### src/rtl/z80_int_ctrl.sv
// z80_int_ctrl: 50 Hz timer and 16550 interrupt source for Z80 INT_n, IM2 vectors.
// Define INT_CTRL_OVERRUN_EN to add the missed-tick counter at OVR_PORT.

module z80_int_ctrl #(
    parameter int unsigned TICK_DIV    = 480000,
    parameter logic [7:0]  MASK_PORT   = 8'h21,
    parameter logic [7:0]  STAT_PORT   = 8'h22,
    parameter logic [7:0]  OVR_PORT    = 8'h23,
    parameter logic [7:0]  VECTOR_BASE = 8'hF0
) (
    input  logic       CLK_24MHz,
    input  logic       RES,
    input  logic [7:0] A,
    input  logic [7:0] D_in,
    output logic [7:0] D_out,
    output logic       D_oe,
    input  logic       IORQ,
    input  logic       M1,
    input  logic       RD,
    input  logic       WR,
    input  logic       U_INT,
    output logic       INT
);

    localparam int CW = $clog2(TICK_DIV);
    localparam logic [CW-1:0] TICK_LAST = CW'(TICK_DIV - 1);

    logic iowr_n, iord_n, inta_n;
    assign iowr_n = IORQ | WR;
    assign iord_n = IORQ | RD;
    assign inta_n = IORQ | M1;

    // bit0/bit1 form the 2-FF synchronizer, bit2 holds the previous synced value
    logic [2:0] wr_q, ia_q;
    logic [1:0] u_q;
    logic       wr_fall, ia_rise;
    assign wr_fall = ~wr_q[1] & wr_q[2];
    assign ia_rise = ia_q[1] & ~ia_q[2];

    logic [CW-1:0] tick_cnt_q, tick_cnt_d;
    logic          timer_pend_q, timer_pend_d;
    logic [7:0]    mask_q, mask_d;
    logic [1:0]    vec_sel_q, vec_sel_d;
    logic          int_q, int_d;
    logic          tick, w1c, ack_clr;
    logic [1:0]    req;

    assign tick    = (tick_cnt_q == TICK_LAST);
    assign w1c     = wr_fall & (A == STAT_PORT) & D_in[0];
    assign ack_clr = ia_rise & (vec_sel_q == 2'd0);
    assign req     = {u_q[1] & mask_q[1], timer_pend_q & mask_q[0]};

    always_comb begin
        tick_cnt_d   = tick ? '0 : tick_cnt_q + CW'(1);
        timer_pend_d = tick | (timer_pend_q & ~w1c & ~ack_clr);
        mask_d       = mask_q;
        if (wr_fall && (A == MASK_PORT)) begin
            mask_d = D_in & 8'h03;
        end
        int_d     = ~|req;
        vec_sel_d = vec_sel_q;
        if (inta_n) begin
            if (req[0]) begin
                vec_sel_d = 2'd0;
            end else if (req[1]) begin
                vec_sel_d = 2'd1;
            end else begin
                vec_sel_d = 2'd3;
            end
        end
    end

    always_ff @(posedge CLK_24MHz or negedge RES) begin
        if (!RES) begin
            wr_q         <= 3'b111;
            ia_q         <= 3'b111;
            u_q          <= 2'b00;
            tick_cnt_q   <= '0;
            timer_pend_q <= 1'b0;
            mask_q       <= 8'h00;
            vec_sel_q    <= 2'd0;
            int_q        <= 1'b1;
        end else begin
            wr_q         <= {wr_q[1:0], iowr_n};
            ia_q         <= {ia_q[1:0], inta_n};
            u_q          <= {u_q[0], U_INT};
            tick_cnt_q   <= tick_cnt_d;
            timer_pend_q <= timer_pend_d;
            mask_q       <= mask_d;
            vec_sel_q    <= vec_sel_d;
            int_q        <= int_d;
        end
    end

    logic       sel_ovr;
    logic [7:0] ovr_val;

`ifdef INT_CTRL_OVERRUN_EN
    logic [2:0] rd_q;
    logic       rd_fall, rd_rise;
    logic [3:0] ovr_q, ovr_d;
    logic       rd_ovr_q, rd_ovr_d;
    assign rd_fall = ~rd_q[1] & rd_q[2];
    assign rd_rise = rd_q[1] & ~rd_q[2];

    // address is latched at read start; it may already be gone when IORQ rises
    always_comb begin
        rd_ovr_d = rd_ovr_q;
        ovr_d    = ovr_q;
        if (rd_fall) begin
            rd_ovr_d = (A == OVR_PORT);
        end else if (rd_rise) begin
            rd_ovr_d = 1'b0;
        end
        if (rd_rise && rd_ovr_q) begin
            ovr_d = 4'h0;
        end else if (tick && timer_pend_q && (ovr_q != 4'hF)) begin
            ovr_d = ovr_q + 4'd1;
        end
    end

    always_ff @(posedge CLK_24MHz or negedge RES) begin
        if (!RES) begin
            rd_q     <= 3'b111;
            ovr_q    <= 4'h0;
            rd_ovr_q <= 1'b0;
        end else begin
            rd_q     <= {rd_q[1:0], iord_n};
            ovr_q    <= ovr_d;
            rd_ovr_q <= rd_ovr_d;
        end
    end

    assign sel_ovr = (A == OVR_PORT);
    assign ovr_val = {4'h0, ovr_q};
`else
    assign sel_ovr = (A == OVR_PORT) & 1'b0;
    assign ovr_val = 8'h00;
`endif

    always_comb begin
        D_oe  = 1'b0;
        D_out = 8'h00;
        if (RES) begin
            if (!inta_n) begin
                D_oe  = 1'b1;
                D_out = VECTOR_BASE | {5'b0, vec_sel_q, 1'b0};
            end else if (!iord_n) begin
                unique case (1'b1)
                    (A == MASK_PORT): begin
                        D_oe  = 1'b1;
                        D_out = mask_q;
                    end
                    (A == STAT_PORT): begin
                        D_oe  = 1'b1;
                        D_out = {6'b0, u_q[1], timer_pend_q};
                    end
                    sel_ovr: begin
                        D_oe  = 1'b1;
                        D_out = ovr_val;
                    end
                    default: begin
                        D_oe  = 1'b0;
                        D_out = 8'h00;
                    end
                endcase
            end
        end
    end

    assign INT = int_q;

endmodule

### config.mk
export PLATFORM = sky130hd
export DESIGN_NAME = z80_int_ctrl
export DESIGN_NICKNAME = d
export VERILOG_FILES = /design/src/rtl/z80_int_ctrl.sv
export SDC_FILE = /design/constraint.sdc
export NUM_CORES = 1
export LEC_CHECK = 0
export CORE_MARGIN = 3
export CORE_UTILIZATION = 30
export DETAILED_ROUTE_END_ITERATION = 10
export MAX_ROUTING_LAYER = met4
export PLACE_DENSITY = 0.62
export SLEW_MARGIN = 20
export SYNTH_ARGS = -nofsm -noshare
export SYNTH_HDL_FRONTEND = slang
export SYNTH_SLANG_ARGS = --single-unit
### constraint.sdc
create_clock -name CLK_24MHz -period 2.05 [get_ports CLK_24MHz]
set_input_delay 0.3075 -clock CLK_24MHz [delete_from_list [all_inputs] [get_ports CLK_24MHz]]
set_output_delay 0.3075 -clock CLK_24MHz [all_outputs]
set_load 0.005 [all_outputs]
## Yosys cells after proc, flatten, opt, wreduce, memory -nomap -nowiden

Index checks and enable logic that the tools add are counted.

| cells by class | value |
|---|---|
| reduce and logical (&&, ||, !) cells | 5 |
| bitwise gates (word level) | 17 |
| $add $sub $neg | 1 |
| eq/ne operators | 3 |
| muxes and demuxes | 11 |

Operators by type and width:

| operator | number |
|---|---|
| $add A19 B1 Y19 const B | 1 |
| $eq A19 B19 Y1 const B | 1 |
| $mux W19 | 1 |
| $eq A8 B6 Y1 const B | 2 |
| $mux W8 | 2 |
| $and A1 B1 Y1 | 9 |
| $mux W2 | 3 |
| $mux W1 | 4 |
| $not A1 Y1 | 4 |
| $or A1 B1 Y1 | 4 |
| $pmux W2 S2 | 1 |
| $reduce_or A2 Y1 | 2 |
| $logic_not A2 Y1 | 1 |
| $logic_and A1 B1 Y1 | 1 |
| $logic_not A1 Y1 | 1 |

| word-level totals | value |
|---|---|
| logic and storage cells | 45 |
| output and inout port bits | 10 |
| bits in registers | 33 |
| input port bits | 23 |

## Depth between registers and ports, before layout

Gate-level depths: netlist of the first run.

| depth | value |
|---|---|
| depth in word-level cells | 8 |
| gate-level depth with buffers | 6 |

## Worst setup path after synthesis of the first run

Ideal clock, no wire load.

| path | value |
|---|---|
| path kind | in2out |
| start point | input A[3] |
| end point | output D_out[0] |
| path buffers | 0 |
| slack | 304 ps |
| arrival | 1,438 ps |
| stages on the path | 4 |
| data required time | 1,742 ps |
| cells stage by stage | or4b_4 nor4b_2 a22oi_1 nor2_1 |

| between the ends | value |
|---|---|
| cells in the longest elaborated chain, start to end | 5 |
| elaborated cells between the ends (all ways) | 6 |
| those cells by class | eq/ne: 2; mux: 4 |

Ends and longest elaborated chain:

| item | RTL line | RTL |
|---|---|---|
| start: declaration | 13 | `input logic [7:0] A,` |
| $eq A8 B6 Y1, on equally long branches | 154, 150 |  |
| $pmux W2 S2 (*) | 149 | `unique case (1'b1)` |
| $mux W2 (*) | 148 | `end else if (!iord_n) begin` |
| $mux W8 (*) | 145 | `if (!inta_n) begin` |
| $mux W8 (*) | 144 | `if (RES) begin` |
| end: declaration | 15 | `output logic [7:0] D_out,` |

Every way passes the cells marked *; elsewhere a longest branch is shown, timed or not.

## Worst setup path after layout of the first run

| path | value |
|---|---|
| start point | input A[4] |
| end point | output D_oe |

| between the ends | value |
|---|---|
| cells in the longest elaborated chain, start to end | 6 |
| elaborated cells between the ends (all ways) | 7 |
| those cells by class | eq/ne: 2; mux: 4; reduce/logical: 1 |

Ends and longest elaborated chain:

| item | RTL line | RTL |
|---|---|---|
| $eq A8 B6 Y1, on equally long branches | 150, 154 |  |
| $reduce_or A2 Y1 (no source line) (*) | -- |  |
| $mux W1 (*) | 149 |  |
| $mux W1 (*) | 148 |  |
| $mux W1 (*) | 145 |  |
| $mux W1 (*) | 144 |  |
| end: declaration | 16 | `output logic D_oe,` |

Marked as above.

==> results of run 1 <==
-- worst paths after layout --
check / slack, ns / cells past startpoint / endpoint / startpoint
worst max-delay path: 0.04 / 7 / D_oe / A[4]
worst min-delay path: 0.14 / 2 / vec_sel_q[1] / RES
worst max register to register: 0.19 / 5 / tick_cnt_q[18] / tick_cnt_q[0]
worst min register to register: 0.35 / 0 / u_q[1] / u_q[0]
max in group asynchronous: 1.33 / 3 / wr_q[2] / RES
min in group CLK_24MHz: 0.35 / 0 / u_q[1] / u_q[0]
-- power groups by stage --
stage	sequential (mW)	combinational (mW)	clock (mW)
floorplan	0.680	0.0210	0
global placement	0.681	0.0881	0
detailed placement	0.681	0.0906	0
CTS	0.669	0.0904	0.640
global route	0.670	0.0978	0.670
finish	0.669	0.0890	0.618
-- kinds of logic after synthesis --
logic type	count (synthesis)	synth area share (%)
buf+inv	10	3.46
xor+xnor	12	6.91
mux	4	2.88
fa+ha+maj	1	0.823
simple gates	62	24.3
other cells	1	0.247
compound gates	14	6.50
flops	33	54.9
-- flip-flops by register name, indices dropped and copies added, names as in the netlist --
signal,cells
ia_q,3
timer_pend_q,1
u_q,2
tick_cnt_q,19
INT,1
vec_sel_q,2
wr_q,3
mask_q,2
-- Yosys cell counts (3+ instances only) --
cell type / n
sky130_fd_sc_hd__nand2_1: 6
sky130_fd_sc_hd__and3_1: 3
sky130_fd_sc_hd__buf_4: 4
sky130_fd_sc_hd__nand4_1: 4
sky130_fd_sc_hd__nor2b_1: 4
sky130_fd_sc_hd__nor2_1: 19
sky130_fd_sc_hd__nand3_1: 7
sky130_fd_sc_hd__xnor2_1: 6
sky130_fd_sc_hd__xor2_1: 6
sky130_fd_sc_hd__inv_1: 5
sky130_fd_sc_hd__dfrtp_1: 26
sky130_fd_sc_hd__dfstp_2: 7
sky130_fd_sc_hd__or3_1: 3
-- cell type report --
| class | instances | area, um^2 | share of cell area (%) |
|---|---|---|---|
| flip-flops and latches | 33 | 835 | 40.3 |
| multi-input cells | 94 | 673 | 32.5 |
| clock inverters | 1 | 30.0 | 1.45 |
| clock buffers | 7 | 86.3 | 4.17 |
| repair buffers | 41 | 343 | 16.6 |
| inverters | 5 | 18.8 | 0.907 |
| well taps | 67 | 83.8 | 4.05 |
-- routing by layer --
metal / share of wire, % / global-route usage, % / vias up
met5: 0 / - / -
met4: 0.73 / 2.67 / 0
met3: 7.0 / 4.58 / 4
met2: 51 / 21.8 / 35
met1: 42 / 14.1 / 578
li1: - / - / 556
-- per-stage QoR --
stage | hold WS (ns) | total power, mW
2_1_floorplan | 0.0119 | 0.701
3_3_place_gp | 0.339 | 0.769
3_5_place_dp | 0.338 | 0.772
4_1_cts | 0.146 | 1.40
5_1_grt | 0.158 | 1.44
6_report | 0.144 | 1.38
-- what timing repair did --
action,CTS,global route
setup buffers,4,2
pin swaps,8,4
setup endpoints to repair,8,6
resized for setup,27,7
hold buffers,0,0
==> tab_implementation.tex, run 1 <==
\begin{tabular}{lr}
\hline
Metric & Value \\
\hline
\multicolumn{2}{l}{\textbf{Floorplan}} \\
Number of primary I/O pins & 33 \\
Die Span Y & 77.2 um \\
Area of the placeable core & 4820 um\^{}2 \\
Area of the die & 5960 um\^{}2 \\
Placement Rows & 25 \\
Initial cell density of the core & between 30\% and 40\% \\
Die outline width & approximately 77 um \\
\multicolumn{2}{l}{\textbf{Power}} \\
Switching share of power & 19.2\% \\
Clock power frac & 44.9\% \\
Pwr dens & 665 nW/um\^{}2 \\
Maximum resistive drop on vdd & 398 uV \\
Reported leakage power & 0.890 nW \\
Total net switching power & 0.264 mW \\
Int Pwr & approximately 1.1 mW \\
Register share of total power & 48.6\% \\
Combinational share of power & 6.5\% \\
\multicolumn{2}{l}{\textbf{Yosys}} \\
Area fraction of the dominant cell type after synthesis & 42.8\% \\
Number of cells produced by synthesis & around 140 \\
Cell type with the highest aggregate area in the netlist & sky130\_fd\_sc\_hd\_\_dfrtp\_1 \\
Post-synth top flop & sky130\_fd\_sc\_hd\_\_dfrtp\_1 \\
Syn Std Cell Area & 1520 um\^{}2 \\
Net count after synthesis & $\sim$160 \\
Register area share after synthesis & 54.9\% \\
Synth top area cells & sky130\_fd\_sc\_hd\_\_dfrtp\_1, sky130\_fd\_sc\_hd\_\_dfstp\_2, sky130\_fd\_sc\_hd\_\_nor2\_1 \\
YS warnings & 0 \\
Total of flip-flops plus latches after synthesis & 33 \\
Post-synthesis cell type count & 42 \\
Mean area per synthesized cell & 11.1 um\^{}2 \\
Async S/R FF share, synth & between 90\% and 100\% \\
Number of enable flip-flop cells after synthesis & 0 \\
\multicolumn{2}{l}{\textbf{STA}} \\
Period utilisation layout & 98.1\% \\
Crit path setup slack, layout & 0.0385 ns \\
Fin crit period & between 2 and 2.5 ns \\
RSZ-0062 raised after global routing & yes \\
Sum Neg Setup Slack & 0 ns \\
Hold violation total from the final report & 0 \\
Final Skew & 0.00525 ns \\
Maximum clock rate & approximately 0.50 GHz \\
Total count of max-transition violations in the final report & 0 \\
Setup violations, final & 0 \\
\multicolumn{2}{l}{\textbf{Worst setup path}} \\
Worst Setup End Kind & output pin \\
Slowest CP cell & sky130\_fd\_sc\_hd\_\_or4b\_4 \\
Ordered list of cells on the worst path & buf\_6, or4b\_4, nor4b\_4, buf\_4, o211ai\_1, nand2b\_1, buf\_2 \\
Critical path buffers and inverters & 3 \\
Data required time at the worst endpoint & 1.74 ns \\
Max FO, Critical Path & 3 \\
WS Path Type & input port to output pin \\
Critical path data arrival time & around 1.7 ns \\
Peak per-stage delay on the critical path & 0.58 ns \\
Kind of cell with the highest combined delay on the critical path & simple AND/OR/NAND/NOR gates \\
Startpoint types & input port \\
\multicolumn{2}{l}{\textbf{Clock network}} \\
CTS sink cnt & 33 \\
Depth of the CTS H-tree & 2 \\
TritonCTS clock tree & done \\
Number of buffers between clock root and the deepest sink & 2 \\
Root Buffer & sky130\_fd\_sc\_hd\_\_clkbuf\_8 \\
Skew-Pair Late Insertion Delay & 0.28 ns \\
Number of clock buffers inserted by TritonCTS & 5 \\
Clock transition at the registers of the reported paths & 0.06 ns \\
\multicolumn{2}{l}{\textbf{Cells and area}} \\
Most common cell after layout, fill and taps aside & sky130\_fd\_sc\_hd\_\_dfrtp\_1 \\
Fillers & 486 \\
Final cell area excluding filler cells & 2070 um\^{}2 \\
Non-filler instance count after layout & around 250 \\
Final layout net count & 204 \\
Final Util & 43.0\% \\
Antenna Diode Count & 0 \\
Synthesis-to-layout area growth & 36.1\% \\
Layout cell share with drive strength beyond 1 & 27.1\% \\
Most frequent cells in the layout & sky130\_fd\_sc\_hd\_\_dfrtp\_1, sky130\_fd\_sc\_hd\_\_nor2\_1, sky130\_fd\_sc\_hd\_\_clkdlybuf4s50\_1 \\
\multicolumn{2}{l}{\textbf{GRT}} \\
Via count of the first global-routing pass & 1263 \\
Antenna violations before repair & 0 \\
Largest net degree at the start of global routing & 31 \\
First-pass GRT wire length & 5950 um \\
Overall overflow remaining after global route & 0 \\
Combined global-route utilization of all metal layers & roughly 13\% \\
\multicolumn{2}{l}{\textbf{Placed design}} \\
Total of buffers placed on input and output ports & 25 \\
Placed cell area & 1900 um\^{}2 \\
Post-Place Setup Slack & -0.671 ns \\
Cell count after placement & 234 \\
Final weighted congestion in routability-driven placement & approximately 0.84 \\
Final HPWL DP & 2420 um \\
\multicolumn{2}{l}{\textbf{Route}} \\
Detail Route Antenna Nets & 0 \\
DR pass1 iterations & 4 \\
Detailed-route via count & 1173 \\
Via-per-instance ratio & roughly 4.7 \\
Count of unresolved DRC violations after routing & 0 \\
Avg WL per Cell & about 13 um \\
Final wirelength & 3310 um \\
DRC violation total after the first TritonRoute iteration & just over 40 \\
\multicolumn{2}{l}{\textbf{Hold path}} \\
Class of the tightest hold or removal check & input port to async pin \\
\multicolumn{2}{l}{\textbf{Flow run}} \\
Maxcap violations & 0 \\
\multicolumn{2}{l}{\textbf{Outcome}} \\
Outcome & finished clean \\
\hline
\end{tabular}
No activity file was read; power rests on OpenSTA's default activity.
==> inputs of run 2 (changes only) <==
--- a/config.mk
+++ b/config.mk
@@ -5,11 +5,13 @@
 export SDC_FILE = /design/constraint.sdc
 export NUM_CORES = 1
 export LEC_CHECK = 0
+export CELL_PAD_IN_SITES_DETAIL_PLACEMENT = 2
+export CELL_PAD_IN_SITES_GLOBAL_PLACEMENT = 2
 export CORE_MARGIN = 3
 export CORE_UTILIZATION = 30
 export DETAILED_ROUTE_END_ITERATION = 10
 export MAX_ROUTING_LAYER = met4
-export PLACE_DENSITY = 0.62
+export PLACE_DENSITY = 0.85
 export SLEW_MARGIN = 20
 export SYNTH_ARGS = -nofsm -noshare
 export SYNTH_HDL_FRONTEND = slang
==> constraint.sdc (replaced) <==
create_clock -name CLK_24MHz -period 2.2 [get_ports CLK_24MHz]
set_input_delay 0.33 -clock CLK_24MHz [delete_from_list [all_inputs] [get_ports CLK_24MHz]]
set_output_delay 0.33 -clock CLK_24MHz [all_outputs]
set_load 0.005 [all_outputs]
==> tab_implementation.tex, run 2 (synthesis results as in run 1) <==
\begin{tabular}{lr}
\hline
Metric & Value \\
\hline
\multicolumn{2}{l}{\textbf{STA}} \\
Sum Neg Setup Slack & 0 ns (unchanged) \\
Hold violation total from the final report & 0 (unchanged) \\
Final Skew & 0.00557 ns (+0.000314 ns) \\
Maximum clock rate & 0.471 GHz \\
Setup violations, final & 0 (unchanged) \\
Period utilisation layout & between 90\% and 100\% \\
RSZ-0062 raised after global routing & no \\
Fin crit period & 2.12 ns \\
Slew margin rel. & 64.5\% \\
Total count of max-transition violations in the final report & 0 (unchanged) \\
Slew at the pin closest to its max-slew limit & 0.527 ns \\
\multicolumn{2}{l}{\textbf{Hold path}} \\
Class of the tightest hold or removal check & flop to flop \\
\multicolumn{2}{l}{\textbf{Clock network}} \\
Skew-Pair Late Insertion Delay & 0.29 ns (about the same) \\
TritonCTS clock tree & done \\
Number of buffers between clock root and the deepest sink & 2 (unchanged) \\
Count of hold-fix buffers inserted at cts & 0 (unchanged) \\
CTS sink cnt & 33 (unchanged) \\
Clock transition at the registers of the reported paths & 0.06 ns (about the same) \\
Depth of the CTS H-tree & 2 (unchanged) \\
Number of clock buffers inserted by TritonCTS & 5 (unchanged) \\
Root Buffer & sky130\_fd\_sc\_hd\_\_clkbuf\_8 \\
\multicolumn{2}{l}{\textbf{Cells and area}} \\
Antenna Diode Count & 0 (unchanged) \\
Area occupied by multi-input gates & 688 um\^{}2 (+2.2\%) \\
Largest register by flop count & tick\_cnt\_q \\
Synthesis-to-layout area growth & 35.7\% \\
Leading registers by flop count & tick\_cnt\_q (19), ia\_q (3), wr\_q (3) \\
Layout cell share with drive strength beyond 1 & 25.3\% (-1.8 points) \\
Fillers & 535 (+10\%) \\
Final layout net count & 201 (-1.5\%) \\
Max reg flops & 19 (unchanged) \\
Final Util & 42.8\% (-0.13 points) \\
Most common cell after layout, fill and taps aside & sky130\_fd\_sc\_hd\_\_dfrtp\_1 \\
Most frequent cells in the layout & sky130\_fd\_sc\_hd\_\_dfrtp\_1, sky130\_fd\_sc\_hd\_\_nor2\_1, sky130\_fd\_sc\_hd\_\_clkdlybuf4s50\_1 \\
Sequential cell area & 835 um\^{}2 (unchanged) \\
\multicolumn{2}{l}{\textbf{Route}} \\
Detailed-route via count & 1182 (+0.77\%) \\
Wire length on met2 & 2460 um (+47\%) \\
Count of unresolved DRC violations after routing & 0 (unchanged) \\
Detail Route Antenna Nets & 0 (unchanged) \\
DR pass1 iterations & 4 (unchanged) \\
Sum of met3 wire segment lengths after detailed routing & 228 um (-0.87\%) \\
DRC violation total after the first TritonRoute iteration & 55 (+34\%) \\
Via-per-instance ratio & 4.82 (+2.0\%) \\
Avg WL per Cell & 17.5 um (+31\%) \\
Highest metal layer with signal wires & met4 \\
Routed metal-1 wirelength & 1520 um (+10\%) \\
Final wirelength & 4290 um (+30\%) \\
\multicolumn{2}{l}{\textbf{Floorplan}} \\
Die Span Y & 77.2 um (unchanged) \\
Placement Rows & 25 (unchanged) \\
Number of primary I/O pins & 33 (unchanged) \\
Die outline width & 77.2 um (unchanged) \\
Area of the die & 5960 um\^{}2 (unchanged) \\
Area of the placeable core & 4820 um\^{}2 (unchanged) \\
Initial cell density of the core & 31.6\% (unchanged) \\
\multicolumn{2}{l}{\textbf{GRT}} \\
Combined global-route utilization of all metal layers & 15.9\% (+3.2 points) \\
Overall overflow remaining after global route & 0 (unchanged) \\
Largest net degree at the start of global routing & 34 (+9.7\%) \\
First-pass GRT wire length & 7060 um (+19\%) \\
Via count of the first global-routing pass & 1326 (+5.0\%) \\
Antenna violations before repair & 0 (unchanged) \\
\multicolumn{2}{l}{\textbf{Worst setup path}} \\
Max FO, Critical Path & 3 (unchanged) \\
Startpoint types & input port \\
WS Path Type & input port to output pin \\
Data required time at the worst endpoint & 1.87 ns (+0.13 ns) \\
Critical path data arrival time & 1.79 ns (+0.09 ns) \\
Worst Setup End Kind & output pin \\
\multicolumn{2}{l}{\textbf{Power}} \\
Pwr dens & 585 nW/um\^{}2 (-12\%) \\
Reported leakage power & 0.880 nW (-1.1\%) \\
Maximum resistive drop on vdd & 286 uV (-28\%) \\
\multicolumn{2}{l}{\textbf{Outcome}} \\
Outcome & finished clean \\
\multicolumn{2}{l}{\textbf{Flow run}} \\
Maxcap violations & 0 (unchanged) \\
\multicolumn{2}{l}{\textbf{Placed design}} \\
Final HPWL DP & 3050 um (+26\%) \\
Total of buffers placed on input and output ports & 25 (unchanged) \\
Final weighted congestion in routability-driven placement & 0.781 (-6.5\%) \\
\hline
\end{tabular}
## run 2: cell count changes in the layout (fill, tap and decap cells not counted), sizes merged
cell | before | now
buf | 20 | 14
clkbuf | 10 | 8
clkdlybuf4s15 | 0 | 2
bufinv | 1 | 0
clkdlybuf4s50 | 16 | 17
clkinv | 0 | 1
dlygate4sd2 | 2 | 3
dlymetal6s2s | 0 | 1
## run 2: worst paths after layout
path	startpoint	endpoint	slack (ns)	cells after the start
max	A[2]	D_out[0]	0.08	7
min	u_q[0]	u_q[1]	0.35	0
max reg2reg	tick_cnt_q[0]	tick_cnt_q[16]	0.34	5
min reg2reg	u_q[0]	u_q[1]	0.35	0
max in group asynchronous	RES	wr_q[2]	1.20	3
min in group asynchronous	RES	tick_cnt_q[10]	0.66	3
## run 2: layout make-up
cell class	count	area share, %
Sequential cell	33	40.4
Multi-Input combinational cell	94	33.4
Clock buffer	7	4.67
Tap cell	67	4.06
Inverter	5	0.910
Clock inverter	1	0.243
Timing Repair Buffer	38	16.3
## run 2: routing by layer
| metal | GRT usage, % | up-vias |
|---|---|---|
| met5 | - | - |
| met4 | 6.94 | 0 |
| met3 | 4.34 | 6 |
| met2 | 28.3 | 35 |
| met1 | 16.2 | 591 |
| li1 | - | 550 |
## run 2: metrics by stage
step           hold WS [ns]  total power, mW  cell area (um^2)  std cells  worst slack (ns)
6_report              0.355             1.21              2060        245            0.0759
5_1_grt               0.365             1.27              2060        245           0.00820
4_1_cts               0.360             1.22              2020        243           0.00789
3_5_place_dp          0.345            0.718              1880        232            -0.598
3_3_place_gp          0.341            0.713              1880        232            -0.519
2_1_floorplan        0.0344            0.653              1520        137             0.409
## run 2: repair_timing
action | CTS | global route
resized for setup | 14 | 11
setup buffers | 3 | 2
pin swaps | 8 | 6
endpoints found under the setup margin | 3 | 9
## run 2: worst max-delay path, stage by stage
cell	delay, ns
sky130_fd_sc_hd__clkdlybuf4s15_1	0.16
sky130_fd_sc_hd__or4b_4	0.56
sky130_fd_sc_hd__nor4b_4	0.30
sky130_fd_sc_hd__buf_4	0.16
sky130_fd_sc_hd__a22oi_2	0.07
sky130_fd_sc_hd__nor2_1	0.09
sky130_fd_sc_hd__buf_2	0.12
## run 2: report_power, final
part | total [mW] | internal (mW) | leakage (nW) | switching [mW]
logic | 0.0862 | 0.0481 | 0.418 | 0.0381
clock network | 0.497 | 0.282 | 0.0542 | 0.215
registers | 0.624 | 0.620 | 0.407 | 0.00428
total | 1.21 | 0.951 | 0.880 | 0.257
==> inputs of run 3 (changes only) <==
--- a/config.mk
+++ b/config.mk
@@ -10,6 +10,7 @@
 export CORE_MARGIN = 3
 export CORE_UTILIZATION = 30
 export DETAILED_ROUTE_END_ITERATION = 10
+export GPL_TIMING_DRIVEN = 0
 export MAX_ROUTING_LAYER = met4
 export PLACE_DENSITY = 0.85
 export SLEW_MARGIN = 20
==> constraint.sdc (replaced) <==
create_clock -name CLK_24MHz -period 2.1 [get_ports CLK_24MHz]
set_input_delay 0.315 -clock CLK_24MHz [delete_from_list [all_inputs] [get_ports CLK_24MHz]]
set_output_delay 0.315 -clock CLK_24MHz [all_outputs]
set_load 0.005 [all_outputs]
==> tab_implementation.tex, run 3 (synthesis results as in run 1) <==
\begin{tabular}{lr}
\hline
Metric & Value \\
\hline
\multicolumn{2}{l}{\textbf{Route}} \\
Highest metal layer with signal wires & met4 \\
Avg WL per Cell & 16.6 um (-4.9\%) \\
Detailed-route via count & 1177 (-0.42\%) \\
Via-per-instance ratio & 4.82 (about the same) \\
DR pass1 iterations & 3 (-1) \\
Final wirelength & 4060 um (-5.3\%) \\
DRC violation total after the first TritonRoute iteration & 19 (-65\%) \\
Detail Route Antenna Nets & 0 (unchanged) \\
Sum of met3 wire segment lengths after detailed routing & 245 um (+7.5\%) \\
Wire length on met2 & 2200 um (-11\%) \\
Count of unresolved DRC violations after routing & 0 (unchanged) \\
Routed metal-1 wirelength & 1490 um (-2.3\%) \\
\multicolumn{2}{l}{\textbf{Power}} \\
Pwr dens & 614 nW/um\^{}2 (+4.9\%) \\
Reported leakage power & 0.896 nW (+1.9\%) \\
Maximum resistive drop on vdd & 333 uV (+16\%) \\
Overall power after layout & 1.28 mW (+5.7\%) \\
\multicolumn{2}{l}{\textbf{STA}} \\
Sum Neg Setup Slack & -0.0127 ns (-0.0127 ns) \\
RSZ-0062 raised after global routing & yes \\
Hold violation total from the final report & 0 (unchanged) \\
Slew at the pin closest to its max-slew limit & 0.580 ns (+0.0528 ns) \\
Hold WS & 0.104 ns (-0.251 ns) \\
Final Skew & 0.00715 ns (+0.00158 ns) \\
Period utilisation layout & 101\% \\
Setup violations, final & 1 (+1) \\
Maximum clock rate & 0.473 GHz \\
Fin crit period & approximately 2.1 ns \\
Crit path setup slack, layout & -0.0127 ns (-0.0886 ns) \\
Total count of max-transition violations in the final report & 0 (unchanged) \\
Slew margin rel. & 61.0\% (-3.6 points) \\
\multicolumn{2}{l}{\textbf{Hold path}} \\
Class of the tightest hold or removal check & input port to async pin \\
\multicolumn{2}{l}{\textbf{Worst setup path}} \\
RR Startpoint & tick\_cnt\_q[0] \\
WS Path Type & input port to output pin \\
Data required time at the worst endpoint & 1.78 ns (-0.09 ns) \\
Startpoint types & input port \\
Worst setup path startpoint & A[4] \\
Worst Setup End Kind & output pin \\
Critical path data arrival time & 1.80 ns (about the same) \\
Max FO, Critical Path & 3 (unchanged) \\
\multicolumn{2}{l}{\textbf{Cells and area}} \\
Layout cell share with drive strength beyond 1 & 28.2\% (+3.0 points) \\
Synthesis-to-layout area growth & 36.8\% \\
Fillers & 537 (+0.37\%) \\
Leading registers by flop count & tick\_cnt\_q (19), ia\_q (3), wr\_q (3) \\
Area occupied by multi-input gates & 704 um\^{}2 (+2.4\%) \\
Max reg flops & 19 (unchanged) \\
Sequential cell area & 835 um\^{}2 (unchanged) \\
Largest register by flop count & tick\_cnt\_q \\
Most frequent cells in the layout & sky130\_fd\_sc\_hd\_\_dfrtp\_1, sky130\_fd\_sc\_hd\_\_nor2\_1, sky130\_fd\_sc\_hd\_\_clkdlybuf4s50\_1 \\
Final layout net count & 200 (-0.50\%) \\
Most common cell after layout, fill and taps aside & sky130\_fd\_sc\_hd\_\_dfrtp\_1 \\
Antenna Diode Count & 0 (unchanged) \\
Non-filler instance count after layout & 244 (-0.41\%) \\
Final Util & 43.2\% (+0.34 points) \\
\multicolumn{2}{l}{\textbf{Placed design}} \\
Final weighted congestion in routability-driven placement & 0.799 (+2.3\%) \\
Cell count after placement & 230 (-0.86\%) \\
Final HPWL DP & 2800 um (-8.1\%) \\
Total of buffers placed on input and output ports & 25 (unchanged) \\
\multicolumn{2}{l}{\textbf{Outcome}} \\
Outcome & finished with violations \\
Violations in the final reports & setup timing \\
\multicolumn{2}{l}{\textbf{Clock network}} \\
Skew-Pair Late Insertion Delay & 0.29 ns (about the same) \\
Depth of the CTS H-tree & 2 (unchanged) \\
Root Buffer & sky130\_fd\_sc\_hd\_\_clkbuf\_8 \\
Number of clock buffers inserted by TritonCTS & 5 (unchanged) \\
TritonCTS clock tree & done \\
CTS sink cnt & 33 (unchanged) \\
Number of buffers between clock root and the deepest sink & 2 (unchanged) \\
Clock transition at the registers of the reported paths & 0.07 ns (about the same) \\
\multicolumn{2}{l}{\textbf{GRT}} \\
First-pass GRT wire length & 6960 um (-1.5\%) \\
Via count of the first global-routing pass & 1313 (-0.98\%) \\
Antenna violations before repair & 0 (unchanged) \\
Combined global-route utilization of all metal layers & 15.8\% (-0.12 points) \\
Overall overflow remaining after global route & 0 (unchanged) \\
Largest net degree at the start of global routing & 27 (-21\%) \\
\multicolumn{2}{l}{\textbf{Floorplan}} \\
Placement Rows & 25 (unchanged) \\
Area of the placeable core & 4820 um\^{}2 (unchanged) \\
Die outline width & 77.2 um (unchanged) \\
Number of primary I/O pins & 33 (unchanged) \\
Die Span Y & 77.2 um (unchanged) \\
Area of the die & 5960 um\^{}2 (unchanged) \\
Initial cell density of the core & 31.6\% (unchanged) \\
\multicolumn{2}{l}{\textbf{Flow run}} \\
Maxcap violations & 0 (unchanged) \\
\hline
\end{tabular}
run 3: worst paths after layout:
check | end | slack [ns] | cells after the start
worst min-delay path | tick_cnt_q[8] | 0.10 | 3
max in group asynchronous | tick_cnt_q[14] | 1.84 | 3
min in group CLK_24MHz | ia_q[1] | 0.36 | 0
worst max-delay path | D_out[0] | -0.01 | 7
worst min register to register | ia_q[1] | 0.36 | 0
worst max register to register | tick_cnt_q[12] | 0.21 | 6
run 3: power breakdown:
part           total (mW)  internal (mW)  switching (mW)  leakage (nW)
logic              0.0973         0.0553          0.0419         0.435
registers           0.654          0.650         0.00447         0.407
clock network       0.525          0.296           0.229        0.0542
run 3: layout make-up:
| type | instances | share of cell area (%) |
|---|---|---|
| Inverter | 5 | 0.903 |
| Sequential cell | 33 | 40.1 |
| Tap cell | 67 | 4.03 |
| Buffer | 5 | 1.62 |
| Clock buffer | 7 | 4.63 |
| Multi-Input combinational cell | 94 | 33.9 |
| Clock inverter | 1 | 0.241 |
| Timing Repair Buffer | 32 | 14.6 |
run 3: metrics by stage:
stage	area, um^2	worst slack (ns)
2_1_floorplan	1520	0.339
3_3_place_gp	1850	-1.23
3_5_place_dp	1870	-0.686
4_1_cts	2030	0.00144
5_1_grt	2080	-0.0800
6_report	2080	-0.0127
run 3: critical path, stage by stage:
cell	delay [ns]
sky130_fd_sc_hd__buf_6	0.09
sky130_fd_sc_hd__or4b_4	0.58
sky130_fd_sc_hd__nor4b_4	0.32
sky130_fd_sc_hd__buf_4	0.18
sky130_fd_sc_hd__a22oi_2	0.06
sky130_fd_sc_hd__nor2_1	0.12
sky130_fd_sc_hd__buf_2	0.13
run 3: timing repair:
item	CTS	global route
endpoints found under the hold margin	26	0
setup endpoints to repair	7	16
resized for setup	22	17
buffers inserted	3	2
hold buffers	1	0
pin swaps	9	6
run 3: routing by layer:
metal / vias to the layer above / GRT usage [%]
met3: 11 / 5.05
li1: 549 / -
met2: 35 / 27.8
met5: - / -
met1: 582 / 15.7
met4: 0 / 7.30
